===== src/rtl/comparator_pkg.sv =====
// Shared types and constants for the decode-stage branch operand comparator.
// Magnitude flags are built only when COMPARATOR_MAGNITUDE_EN is defined.
package comparator_pkg;

    localparam int DEFAULT_BIT_WIDTH = 32;

    typedef struct packed {
        logic eq;
        logic ne;
        logic lts;
        logic ltu;
        logic ltz;
        logic lez;
        logic gtz;
        logic gez;
    } cmp_flags_t;

    localparam cmp_flags_t CMP_FLAGS_RESET = '0;

endpackage


===== src/rtl/comparator_if.sv =====
// Operand/flag bundle between the decode stage and the comparator.
// The slave modport is the comparator side, the master is the decode stage.
interface comparator_if
    import comparator_pkg::*;
#(
    parameter int BIT_WIDTH = DEFAULT_BIT_WIDTH
);
    logic [2*BIT_WIDTH-1:0] dataIn;
    logic                   validIn;
    logic                   equal;
    logic                   validOut;
    logic                   eqOut;
    logic                   neOut;
    logic                   ltsOut;
    logic                   ltuOut;
    logic                   ltzOut;
    logic                   lezOut;
    logic                   gtzOut;
    logic                   gezOut;

    modport master (
        output dataIn, validIn,
        input  equal, validOut, eqOut, neOut, ltsOut, ltuOut,
               ltzOut, lezOut, gtzOut, gezOut
    );

    modport slave (
        input  dataIn, validIn,
        output equal, validOut, eqOut, neOut, ltsOut, ltuOut,
               ltzOut, lezOut, gtzOut, gezOut
    );
endinterface


===== src/rtl/comparator_core.sv =====
// Combinational branch-condition flag generator for operands A and B.
// COMPARATOR_MAGNITUDE_EN builds the subtractor; otherwise magnitude flags are 0.
module comparator_core
    import comparator_pkg::*;
#(
    parameter int BIT_WIDTH = DEFAULT_BIT_WIDTH
) (
    input  logic [BIT_WIDTH-1:0] a,
    input  logic [BIT_WIDTH-1:0] b,
    output cmp_flags_t           flags
);

    logic eq;

    assign eq = &(a ~^ b);

`ifdef COMPARATOR_MAGNITUDE_EN
    logic [BIT_WIDTH:0] diff;
    logic               ovf;
    logic               a_zero;

    assign diff   = {1'b0, a} - {1'b0, b};
    // Overflow only when the operand signs differ and the result sign departs from A.
    assign ovf    = (a[BIT_WIDTH-1] ^ b[BIT_WIDTH-1]) & (a[BIT_WIDTH-1] ^ diff[BIT_WIDTH-1]);
    assign a_zero = ~|a;

    always_comb begin
        flags     = CMP_FLAGS_RESET;
        flags.eq  = eq;
        flags.ne  = ~eq;
        flags.ltu = diff[BIT_WIDTH];
        flags.lts = diff[BIT_WIDTH-1] ^ ovf;
        flags.ltz = a[BIT_WIDTH-1];
        flags.lez = a[BIT_WIDTH-1] | a_zero;
        flags.gtz = ~(a[BIT_WIDTH-1] | a_zero);
        flags.gez = ~a[BIT_WIDTH-1];
    end
`else
    always_comb begin
        flags    = CMP_FLAGS_RESET;
        flags.eq = eq;
        flags.ne = ~eq;
    end
`endif

endmodule


===== src/rtl/comparator.sv =====
// Early branch-resolution comparator: zero-latency equal plus registered flags.
// Magnitude flags depend on COMPARATOR_MAGNITUDE_EN (see comparator_core).
module comparator
    import comparator_pkg::*;
#(
    parameter int BIT_WIDTH = DEFAULT_BIT_WIDTH
) (
    input  logic         clk,
    input  logic         rst,
    comparator_if.slave  bus
);

    logic [BIT_WIDTH-1:0] op_a;
    logic [BIT_WIDTH-1:0] op_b;
    cmp_flags_t           flags_next;
    cmp_flags_t           flags_q;
    logic                 valid_q;

    assign op_a = bus.dataIn[2*BIT_WIDTH-1:BIT_WIDTH];
    assign op_b = bus.dataIn[BIT_WIDTH-1:0];

    comparator_core #(
        .BIT_WIDTH (BIT_WIDTH)
    ) u_core (
        .a     (op_a),
        .b     (op_b),
        .flags (flags_next)
    );

    assign bus.equal = flags_next.eq;

    // Flags hold across idle cycles; validOut alone marks them fresh.
    always_ff @(posedge clk) begin
        if (rst) begin
            flags_q <= CMP_FLAGS_RESET;
            valid_q <= 1'b0;
        end else begin
            valid_q <= bus.validIn;
            if (bus.validIn) begin
                flags_q <= flags_next;
            end
        end
    end

    assign bus.validOut = valid_q;
    assign bus.eqOut    = flags_q.eq;
    assign bus.neOut    = flags_q.ne;
    assign bus.ltsOut   = flags_q.lts;
    assign bus.ltuOut   = flags_q.ltu;
    assign bus.ltzOut   = flags_q.ltz;
    assign bus.lezOut   = flags_q.lez;
    assign bus.gtzOut   = flags_q.gtz;
    assign bus.gezOut   = flags_q.gez;

endmodule


===== src/flat_wrapper.sv =====
// flat-port wrapper written by rule: the top's interface ports become plain ports
module comparator_flat import comparator_pkg::*;
#(
    parameter int BIT_WIDTH = DEFAULT_BIT_WIDTH
)
  (clk, rst, bus_dataIn, bus_validIn, bus_equal, bus_validOut, bus_eqOut, bus_neOut, bus_ltsOut, bus_ltuOut, bus_ltzOut, bus_lezOut, bus_gtzOut, bus_gezOut);
  comparator_if #(.BIT_WIDTH(BIT_WIDTH)) bus_i ();
  input  logic clk;
  input  logic rst;
  input wire logic [$bits(bus_i.dataIn)-1:0] bus_dataIn;
  input wire logic [$bits(bus_i.validIn)-1:0] bus_validIn;
  output wire logic [$bits(bus_i.equal)-1:0] bus_equal;
  output wire logic [$bits(bus_i.validOut)-1:0] bus_validOut;
  output wire logic [$bits(bus_i.eqOut)-1:0] bus_eqOut;
  output wire logic [$bits(bus_i.neOut)-1:0] bus_neOut;
  output wire logic [$bits(bus_i.ltsOut)-1:0] bus_ltsOut;
  output wire logic [$bits(bus_i.ltuOut)-1:0] bus_ltuOut;
  output wire logic [$bits(bus_i.ltzOut)-1:0] bus_ltzOut;
  output wire logic [$bits(bus_i.lezOut)-1:0] bus_lezOut;
  output wire logic [$bits(bus_i.gtzOut)-1:0] bus_gtzOut;
  output wire logic [$bits(bus_i.gezOut)-1:0] bus_gezOut;
  assign bus_i.dataIn = bus_dataIn;
  assign bus_i.validIn = bus_validIn;
  assign bus_equal = bus_i.equal;
  assign bus_validOut = bus_i.validOut;
  assign bus_eqOut = bus_i.eqOut;
  assign bus_neOut = bus_i.neOut;
  assign bus_ltsOut = bus_i.ltsOut;
  assign bus_ltuOut = bus_i.ltuOut;
  assign bus_ltzOut = bus_i.ltzOut;
  assign bus_lezOut = bus_i.lezOut;
  assign bus_gtzOut = bus_i.gtzOut;
  assign bus_gezOut = bus_i.gezOut;
  comparator #(.BIT_WIDTH(BIT_WIDTH)) u_core (.clk(clk), .rst(rst), .bus(bus_i));
endmodule

===== config.mk =====
export PLATFORM = sky130hd
export DESIGN_NAME = comparator_flat
export DESIGN_NICKNAME = d
export VERILOG_FILES = /design/src/rtl/comparator_pkg.sv /design/src/rtl/comparator_if.sv /design/src/rtl/comparator_core.sv /design/src/rtl/comparator.sv /design/src/flat_wrapper.sv
export SDC_FILE = /design/constraint.sdc
export NUM_CORES = 1
export LEC_CHECK = 0
export ABC_AREA = 1
export CORE_MARGIN = 10
export CORE_UTILIZATION = 27
export CTS_BUF_LIST = sky130_fd_sc_hd__clkbuf_16
export DETAILED_ROUTE_END_ITERATION = 8
export PLACE_DENSITY_LB_ADDON = 0.25
export SLEW_MARGIN = 10
export SYNTH_ARGS = -nofsm -noshare
export SYNTH_HDL_FRONTEND = slang
export SYNTH_SLANG_ARGS = --single-unit

===== constraint.sdc =====
create_clock -name clk -period 1.1 [get_ports clk]
set_input_delay 0.22 -clock clk [delete_from_list [all_inputs] [get_ports clk]]
set_output_delay 0.22 -clock clk [all_outputs]
set_load 0.01 [all_outputs]

* After elaboration in Yosys (flattened, before gate mapping)
Index checks and enable logic that the tools add are counted.
** Word-level totals
- Register bits :: 3
- Input bits :: 67
- Output and inout bits :: 10
- Logic and storage cells :: 6
** Cells by class
- Bitwise logic cells :: 2
- Reduce and logical (&&, ||, !) cells :: 1
** Operators with widths (number)
- $reduce_and 32->1 :: 1
- $xnor 32x32->32 :: 1
- $not 1->1 :: 1

* Depth between registers and ports, before layout
Gate-level depths: netlist (run 1).
- Depth after elaboration :: 3
- Gate-level depth with buffers :: 10
- Depth with buffers taken out :: 10

* Cells and area by module
A second synthesis (run 1) with hierarchy kept.
** Second synthesis, totals
- Cells, all modules :: 302
- Area total of the unflattened synthesis :: 1390.1 µm²
** By module, submodules not included
- comparator_core :: times used 1, cells each 248, area each 1021.0 µm², sequential area each 0.0 µm²
- comparator :: times used 1, cells each 54, area each 369.1 µm², sequential area each 180.2 µm²

* Worst setup path after synthesis (run 1)
Ideal clock, no wire load.
- Path type :: input to output
- Start :: in bus_dataIn[24]
- End :: out bus_equal
- Arrival :: 0.994 ns
- Data required time :: 0.880 ns
- Slack :: -0.114 ns
- Stages :: 5
- Buffers on the path :: 0
- Cell sequence :: xnor2_1 nand2_1 nor2_1 nand2_1 nor4_1
** Between the ends
- Longest elaborated chain between the ends :: 2
** RTL lines
- from (decl) :: line flat_wrapper.sv:10 : input wire logic [$bits(bus_i.dataIn)-1:0] bus_dataIn;
- $xnor 32x32->32 :: line comparator_core.sv:15 : assign eq = &(a ~^ b);
- $reduce_and 32->1 :: line comparator_core.sv:15
- to (decl) :: line flat_wrapper.sv:12 : output wire logic [$bits(bus_i.equal)-1:0] bus_equal;
No other way between the ends.

* Final worst setup path (run 1)
- Start :: in bus_dataIn[26]
- End :: out bus_equal
Same word-level chain as after synthesis.

==> summary.txt, run 1 <==
Power, Total - 1.09 mW
Io pins - 77
Layout Skew - 0 ps
Global placer's final weighted congestion - 0.758
Setup WS post-layout - -288 ps
H-tree levels - 1
Initial core utilization - 29.2%
RSZ-0062 raised after global routing - yes
Rows - 17
Initial antenna violation count - 0
Post-DP HPWL - 2.41 mm
Number of synthesized flops with an enable pin - 0
Final cycle utilization of the critical path - 126%
Min Tclk post-route - 1390 ps
Clock latency on the worst-skew pair - 230 ps
Capturing element type of the critical path - output port
Finish-stage setup viols - 1
Pwr/cell area - 788 mW/mm^2
Hold Crit Class - flip-flop to flip-flop
Yosys warns - 0
Vias in the first global route - 980
Syn Area/Cell - 5.28 um^2
Core box area - 0.00228 mm^2
Drt drc - 0
Post-DRT Antenna Nets - 0
Clock transition at the registers of the reported paths - 30 ps
Max Slew Vio Count - 0
Pre-antenna DRT Iters - 4
P_leak - 0.820 nW
Max cap viols - 0
Synth Instances - 126
GRT overflow - 0
Buffer levels on the longest clock path - 2
Most frequent cell after synthesis - nand2_1
Synthesized flop and latch total - 3
Area Overhead vs Synth - 108%
Layout Nets - 271
Worst Path Max Fanout - 2
Post-synth top cells - nand2_1 (55), inv_1 (24), xnor2_1 (21), nor2_1 (12), buf_4 (6)
Sink Count - 3
Pin count of the biggest net entering global routing - 4
Total GRT Usage - 10.8%
Yosys top cell area share - 31.0%
Layout cells sized above 1 - 49.3%
Num CTS Buffers - 3
Yosys top cell by area - nand2_1
Peak Freq - 0.721 GHz
CTS tree - yes
Post-Syn Area - 666 um^2
Worst Path Required - 880 ps
Violated checks - setup timing
Final hold vios - 0
N_diodes - 0
Sequential fraction of the synthesis area - 9.02%
Worst slack, placed - -1070 ps
Ys async rst share - 0%
Initial DRC count - 11
Die ar. - 0.00485 mm^2
Total negative slack - -288 ps
Fin Hold WS - 476 ps
Vias/cell - 4.08
Distinct cells, synth - 11
Critical path class - input pin to output port
Top_reg_cell synth - dfxtp_1
Die width - 69.7 um
PortBufs - 70
Post-Route WL - 2.76 mm
DR vias - 942
Post-CTS Hold Fix Bufs - 0
Worst VDD drop - 1080 uV
Worst EP arrival - 1170 ps
First-pass GRT wire length - 4.41 mm
Die Ht - 69.7 um
Root Driver - clkbuf_16
Critical path launch point type - input pin
Drt wl/cell - 11.9 um
Outcome - complete, but fails checks
Top cells by area, synth - nand2_1 (31%), xnor2_1 (28%), inv_1 (14%)
## where the power goes
group / total, mW / internal (mW) / switching, mW
Combinational: 0.402 / 0.240 / 0.162
Clock: 0.575 / 0.469 / 0.105
Sequential: 0.116 / 0.114 / 0.00150
## cell usage in the layout, fill, tap and decap left out
cell and count:
a21oi_2 1, buf_2 31, buf_4 2, buf_6 20, clkbuf_16 3, clkbuf_2 16, clkdlybuf4s50_1 2, conb_1 6
dfxtp_1 3, dlygate4sd2_1 3, inv_1 17, inv_2 8, nand2_1 52, nand2_2 3, nand3_2 1, nor2_1 8
nor2_2 3, nor2_4 2, nor4_4 1, xnor2_1 12, xnor2_2 9
## path summary, 6_finish.rpt
path / slack, ps / start / depth (start not counted) / to
worst max register to register: 480 / u_core.bus.neOut / 4 / u_core.bus.neOut
worst min-delay path: 480 / u_core.bus.eqOut / 2 / u_core.bus.eqOut
worst min register to register: 480 / u_core.bus.eqOut / 2 / u_core.bus.eqOut
worst max-delay path: -290 / bus_dataIn[26] / 7 / bus_equal
## critical path, stage by stage
cell and delay (ps):
buf_2 100, xnor2_1 140, nand2_1 70, nor2_1 120, nand2_2 90, nor4_4 250
buf_2 180
## state kept, by name, indices dropped and copies added (netlist names)
name and flops:
u_core.bus.eqOut 1, u_core.bus.validOut 1, u_core.bus.neOut 1
## area by class of cell
cell class / instances / area (um^2)
Multi-Input combinational cell: 98 / 599
Clock buffer: 3 / 75.1
Fill cell: 242 / 891
Sequential cell: 3 / 60.1
Tap cell: 28 / 35.0
Timing Repair Buffer: 74 / 522
Inverter: 24 / 90.1
Clock inverter: 1 / 3.75
## kinds of logic after synthesis
family | synth area share [%]
buf+inv | 20.3
compound gates | 1.32
other cells | 0.563
flops | 9.02
xor+xnor | 27.6
simple gates | 41.2
## per-layer routing
metal / wire length, um / vias to the layer above / GRT usage [%]
met1: 1180 / 389 / 12.2
met4: 18 / 0 / 3.26
met3: 226 / 2 / 3.71
met5: 0 / - / 0
met2: 1330 / 53 / 18.5
li1: - / 498 / -
## stage by stage
step / cells / utilization (%) / instance area, um^2
floorplan: 131 / - / 699
global placement: 226 / 62.1 / 1410
detailed placement: 226 / 62.1 / 1410
CTS: 230 / 59.0 / 1340
global route: 231 / 60.9 / 1390
finish: 231 / 60.9 / 1390
## timing repair
action,4_1_cts,5_1_grt
pin swaps,56,34
resized for setup,219,52
setup endpoints to repair,6,3
buffers inserted,0,1
Note: power is estimated with default switching activity, not from simulation.
==> run 2: changes to the inputs <==
- CORE_ASPECT_RATIO: not set -> 1.5
==> run 2 against run 1 <==
Effect of this change:
- non-clock buffer count is the same
- final cell count shrank 1.7%
- fmax shrank 0.14%
- combinational power is essentially flat
- count of clock-buffer cells in the layout is the same
- largest cell class unchanged
- via count grew 0.32%
- first-iteration DRC count is the same
- wire length grew 2.0%
- sequential share of layout area is essentially flat
- the run still ends with setup timing left
- register-to-register slack is essentially flat
- final area shrank 0.63%
==> summary.txt, run 2 (synthesis gave the netlist of run 1 again) <==
Power, Total - 1.09 mW
Hold Crit Class - flip-flop to flip-flop
Hold depth - 2
Buffer levels on the longest clock path - 2
Layout cells sized above 1 - 53.2%
Fin Hold WS - 496 ps
Violated checks - setup timing
Max cap viols - 0
Worst Setup SP - bus_dataIn[16]
Top routing layer in use - met4
Clock power share - 52.3%
Fill cells - 270
Pin count of the biggest net entering global routing - 4
Core utilization of the finished layout - 57.5%
Die ar. - 0.00489 mm^2
Worst EP arrival - 1170 ps
RSZ-0062 raised after global routing - yes
Met3 wire len - 259 um
Commonest non-fill, non-tap cell in the layout - nand2_1
Critical path cell sequence - buf_6 > xnor2_2 > nand2_1 > nor2_2 > nand2_2 > nor4_4 > buf_2
Vias in the first global route - 995
Total GRT Usage - 11.0%
Die width - 60.5 um
Pwr/cell area - 790 mW/mm^2
Die Ht - 80.8 um
Root Driver - clkbuf_16
Logic gate share of total power - 37.0%
Routed length on met2 - 1.66 mm
Reg2reg start - u_core.bus.neOut
Layout Skew - 0 ps
Post-Route WL - 2.81 mm
Sequential Power Share - 10.7%
H-tree levels - 1
Critical path's slowest cell - nor4_4
Max Slew Vio Count - 0
Worst Path Max Fanout - 2
Capturing element type of the critical path - output port
Pre-antenna DRT Iters - 4
Worst Hold Path EP - u_core.bus.eqOut
R2R cell count - 4
Min Tclk post-route - 1390 ps
Buf+Inv Stages, Crit Path - 2
Drt wl/cell - 12.4 um
Outcome - complete, but fails checks
Layout Nets - 271
Setup WS post-layout - -289 ps
Rows - 22
Num CTS Buffers - 3
First-pass GRT wire length - 4.22 mm
Core box area - 0.00239 mm^2
Final hold vios - 0
PortBufs - 70
Peak Freq - 0.720 GHz
CTS tree - yes
Startpoint of the worst hold path - u_core.bus.eqOut
Vias/cell - 4.16
Reg-to-Reg End - u_core.bus.neOut
Initial antenna violation count - 0
Net Switching - 271 uW
Drt drc - 0
Global placer's final weighted congestion - 0.723
Clock transition at the registers of the reported paths - 30 ps
Io pins - 77
Sink Count - 3
Critical path launch point type - input pin
Worst VDD drop - 498 uV
Post-CTS Hold Fix Bufs - 0
Internal Pwr Total - 817 uW
Post-DP HPWL - 2.43 mm
P_leak - 0.818 nW
DR vias - 945
Initial DRC count - 11
Sw Ratio - 24.9%
Crit-path leading delay family - simple AND/OR/NAND/NOR gates
Area occupied by multi-input gates - 624 um^2
Reg-to-reg slack, setup - 480 ps
Clock latency on the worst-skew pair - 220 ps
Slowest cell delay on critical path - 240 ps
Initial core utilization - 27.8%
N_diodes - 0
Most frequent cells in the layout - nand2_1 (48), buf_2 (31), clkbuf_2 (20)
Critical path class - input pin to output port
Post-DRT Antenna Nets - 0
Area Overhead vs Synth - 107%
Met1 wire length - 864 um
Sequential cell area - 60.1 um^2
GRT overflow - 0
Finish-stage setup viols - 1
Worst Path Required - 880 ps
Final cycle utilization of the critical path - 126%
run 2: cell type report:
cell class                      count  area share, %
Inverter                           24           6.55
Timing Repair Buffer               74           35.8
Clock buffer                        3           5.45
Multi-Input combinational cell     98           45.4
Sequential cell                     3           4.36
Clock inverter                      1          0.273
Tap cell                           24           2.18
run 2: worst register-to-register path, delay by kind of cell (launching register included):
kind / cells / cell delay, ps
DFF: 1 / 300
buffers and inverters: 1 / 30
and+or+nand+nor: 3 / 180
run 2: per-layer routing:
metal | up-vias | GRT usage, %
li1 | 498 | -
met1 | 401 | 8.86
met2 | 43 | 22.2
met3 | 3 | 4.21
met4 | 0 | 3.96
met5 | - | 0
run 2: power groups by stage:
stage	Combinational, mW	Clock (mW)	Sequential [mW]
floorplan	0.167	0	0.120
global placement	0.425	0	0.117
finish	0.403	0.569	0.116
detailed placement	0.438	0	0.118
CTS	0.355	0.578	0.116
global route	0.445	0.601	0.116
run 2: worst max-delay path by stage:
stage / to / cells after the start / slack (ps)
2_1_floorplan: bus_equal / 5 / -9
3_3_place_gp: bus_equal / 7 / -1050
3_5_place_dp: bus_equal / 7 / -1060
4_1_cts: bus_equal / 7 / -320
5_1_grt: bus_equal / 7 / -340
6_report: bus_equal / 7 / -290
run 2: stage by stage:
| step | worst slack (ps) | instances | cell area, um^2 | TNS, ps |
|---|---|---|---|---|
| final | -289 | 227 | 1380 | -289 |
| after global routing | -344 | 227 | 1380 | -387 |
| after CTS | -319 | 229 | 1340 | -804 |
| after detailed placement | -1060 | 222 | 1410 | -2190 |
| after global placement | -1050 | 222 | 1410 | -2160 |
| after floorplan | -9.02 | 131 | 699 | -9.02 |
run 2: timing repair:
item                       CTS  global route
setup endpoints to repair    6             3
buffers inserted             3             1
gates resized for setup    197            85
pin swaps                   53            49
==> run 3: changes to the inputs <==
==> constraint.sdc (replaced) <==
create_clock -name clk -period 1.1 [get_ports clk]
set_input_delay 0.22 -clock clk [delete_from_list [all_inputs] [get_ports clk]]
set_output_delay 0.22 -clock clk [all_outputs]
set_load 0.005 [all_outputs]
==> run 3 against run 2 <==
Effect of this change:
- the run still ends with setup timing left
- fmax decreased by 0.61%
- largest power group unchanged
- worst setup slack worse by 8.5 ps
- first-iteration DRC count decreased by 36%
- non-clock buffer count unchanged
- register-to-register slack is essentially flat
- critical path depth rose by 2
- final area fell by 0.82%
- highest routed layer unchanged
==> summary.txt, run 3 (synthesis gave the netlist of run 1 again) <==
R2R cell count - 4
Setup WS post-layout - -298 ps
DR vias - 952
Peak Freq - 0.715 GHz
Clock transition at the registers of the reported paths - 30 ps
Drt drc - 0
Outcome - complete, but fails checks
P_leak - 0.799 nW
Final cycle utilization of the critical path - 127%
Drt wl/cell - 11.8 um
Final Non-Filler Cells - 227
Min Tclk post-route - 1400 ps
Worst Path Required - 880 ps
Pwr/cell area - 778 mW/mm^2
Worst Hold Path EP - u_core.bus.eqOut
RSZ-0062 raised after global routing - yes
Violated checks - setup timing
Max cap viols - 0
Initial DRC count - 7
Layout Skew - 0 ps
Rows - 22
H-tree levels - 1
Post-DRT Antenna Nets - 0
Reg2reg start - u_core.bus.neOut
Reg-to-Reg End - u_core.bus.neOut
Reg-to-reg slack, setup - 490 ps
Hold depth - 2
Io pins - 77
CTS tree - yes
Post-Route WL - 2.67 mm
GRT overflow - 0
Die width - 60.5 um
Critical path launch point type - input pin
Placed cells - 222
PortBufs - 70
Final hold vios - 0
Core box area - 0.00239 mm^2
Buf+Inv Stages, Crit Path - 3
Critical path's slowest cell - nor4_4
Initial antenna violation count - 0
First-pass GRT wire length - 4.55 mm
Most frequent cell on the critical path - nand2_1
Pre-antenna DRT Iters - 4
Total negative slack - -298 ps
Worst EP arrival - 1180 ps
Root Driver - clkbuf_16
Slowest cell delay on critical path - 200 ps
Die ar. - 0.00489 mm^2
Capturing element type of the critical path - output port
Max Slew Vio Count - 0
Area Overhead vs Synth - 105%
Num CTS Buffers - 3
Vias in the first global route - 1066
Crit-path leading delay family - simple AND/OR/NAND/NOR gates
Worst Path Max Fanout - 2
Fill cells - 265
Startpoint of the worst hold path - u_core.bus.eqOut
Total GRT Usage - 11.3%
Post-DP HPWL - 2.42 mm
Layout cells sized above 1 - 35.0%
Initial core utilization - 27.8%
Layout Nets - 271
Critical path class - input pin to output port
Global placer's final weighted congestion - 0.724
Worst VDD drop - 324 uV
Commonest non-fill, non-tap cell in the layout - nand2_1
Vias/cell - 4.19
Die Ht - 80.8 um
Hold Crit Class - flip-flop to flip-flop
Power, Total - 1.06 mW
Critical path cell sequence - clkdlybuf4s15_1 > inv_1 > nand2_1 > nand2_1 > nand2_1 > nor2_2 > nand2_2 > nor4_4 > buf_2
Finish-stage setup viols - 1
Most frequent cells in the layout - nand2_1 (54), buf_2 (36), inv_1 (25)
Fin Hold WS - 475 ps
Sink Count - 3
Clock latency on the worst-skew pair - 220 ps
Worst slack, placed - -1040 ps
Pin count of the biggest net entering global routing - 4
N_diodes - 0
Buffer levels on the longest clock path - 2
-- run 3: power by group --
group          leakage (nW)  switching [mW]  total (mW)  internal, mW
combinational         0.732           0.145       0.374         0.229
clock                0.0423           0.104       0.573         0.469
sequential           0.0248         0.00133       0.115         0.114
total                 0.799           0.250        1.06         0.812
-- run 3: worst min-delay path: stages (launching register included) --
cell     delay, ps
dfxtp_1        300
nand2_1         80
a21oi_2         50
-- run 3: stage by stage --
stage               instance area, um^2  utilization, %
CTS                                1330            55.6
global route                       1370            57.0
floorplan                           684               -
global placement                   1390            58.2
detailed placement                 1390            58.2
finish                             1370            57.0
-- run 3: timing repair --
action	4_1_cts	5_1_grt
buffers inserted	3	0
endpoints found under the setup margin	6	3
pin swaps	57	13
hold buffers	0	0
gates resized for setup	221	15
-- run 3: layout make-up --
class / instances / area, um^2 / area share, %
multi-input cells: 98 / 562 / 41.2
inverters: 24 / 90.1 / 6.60
clock buffers: 3 / 75.1 / 5.50
flip-flops and latches: 3 / 60.1 / 4.40
well taps: 24 / 30.0 / 2.20
repair buffers: 74 / 544 / 39.9
clock inverters: 1 / 3.75 / 0.275
-- run 3: metal layers --
| layer | GRT usage [%] | share of wire, % | vias up |
|---|---|---|---|
| met4 | 3.30 | 0.75 | 0 |
| met2 | 20.9 | 52 | 53 |
| li1 | - | - | 501 |
| met1 | 10.8 | 34 | 396 |
| met5 | 0 | 0 | - |
| met3 | 4.84 | 13 | 2 |
-- run 3: how the worst max path moves through the flow --
stage,endpoint,depth (start not counted),from,slack [ps]
CTS,bus_equal,7,bus_dataIn[61],-270
finish,bus_equal,9,bus_dataIn[53],-300
global placement,bus_equal,7,bus_dataIn[3],-1010
detailed placement,bus_equal,7,bus_dataIn[24],-1040
floorplan,bus_equal,5,bus_dataIn[24],20
global route,bus_equal,7,bus_dataIn[26],-420
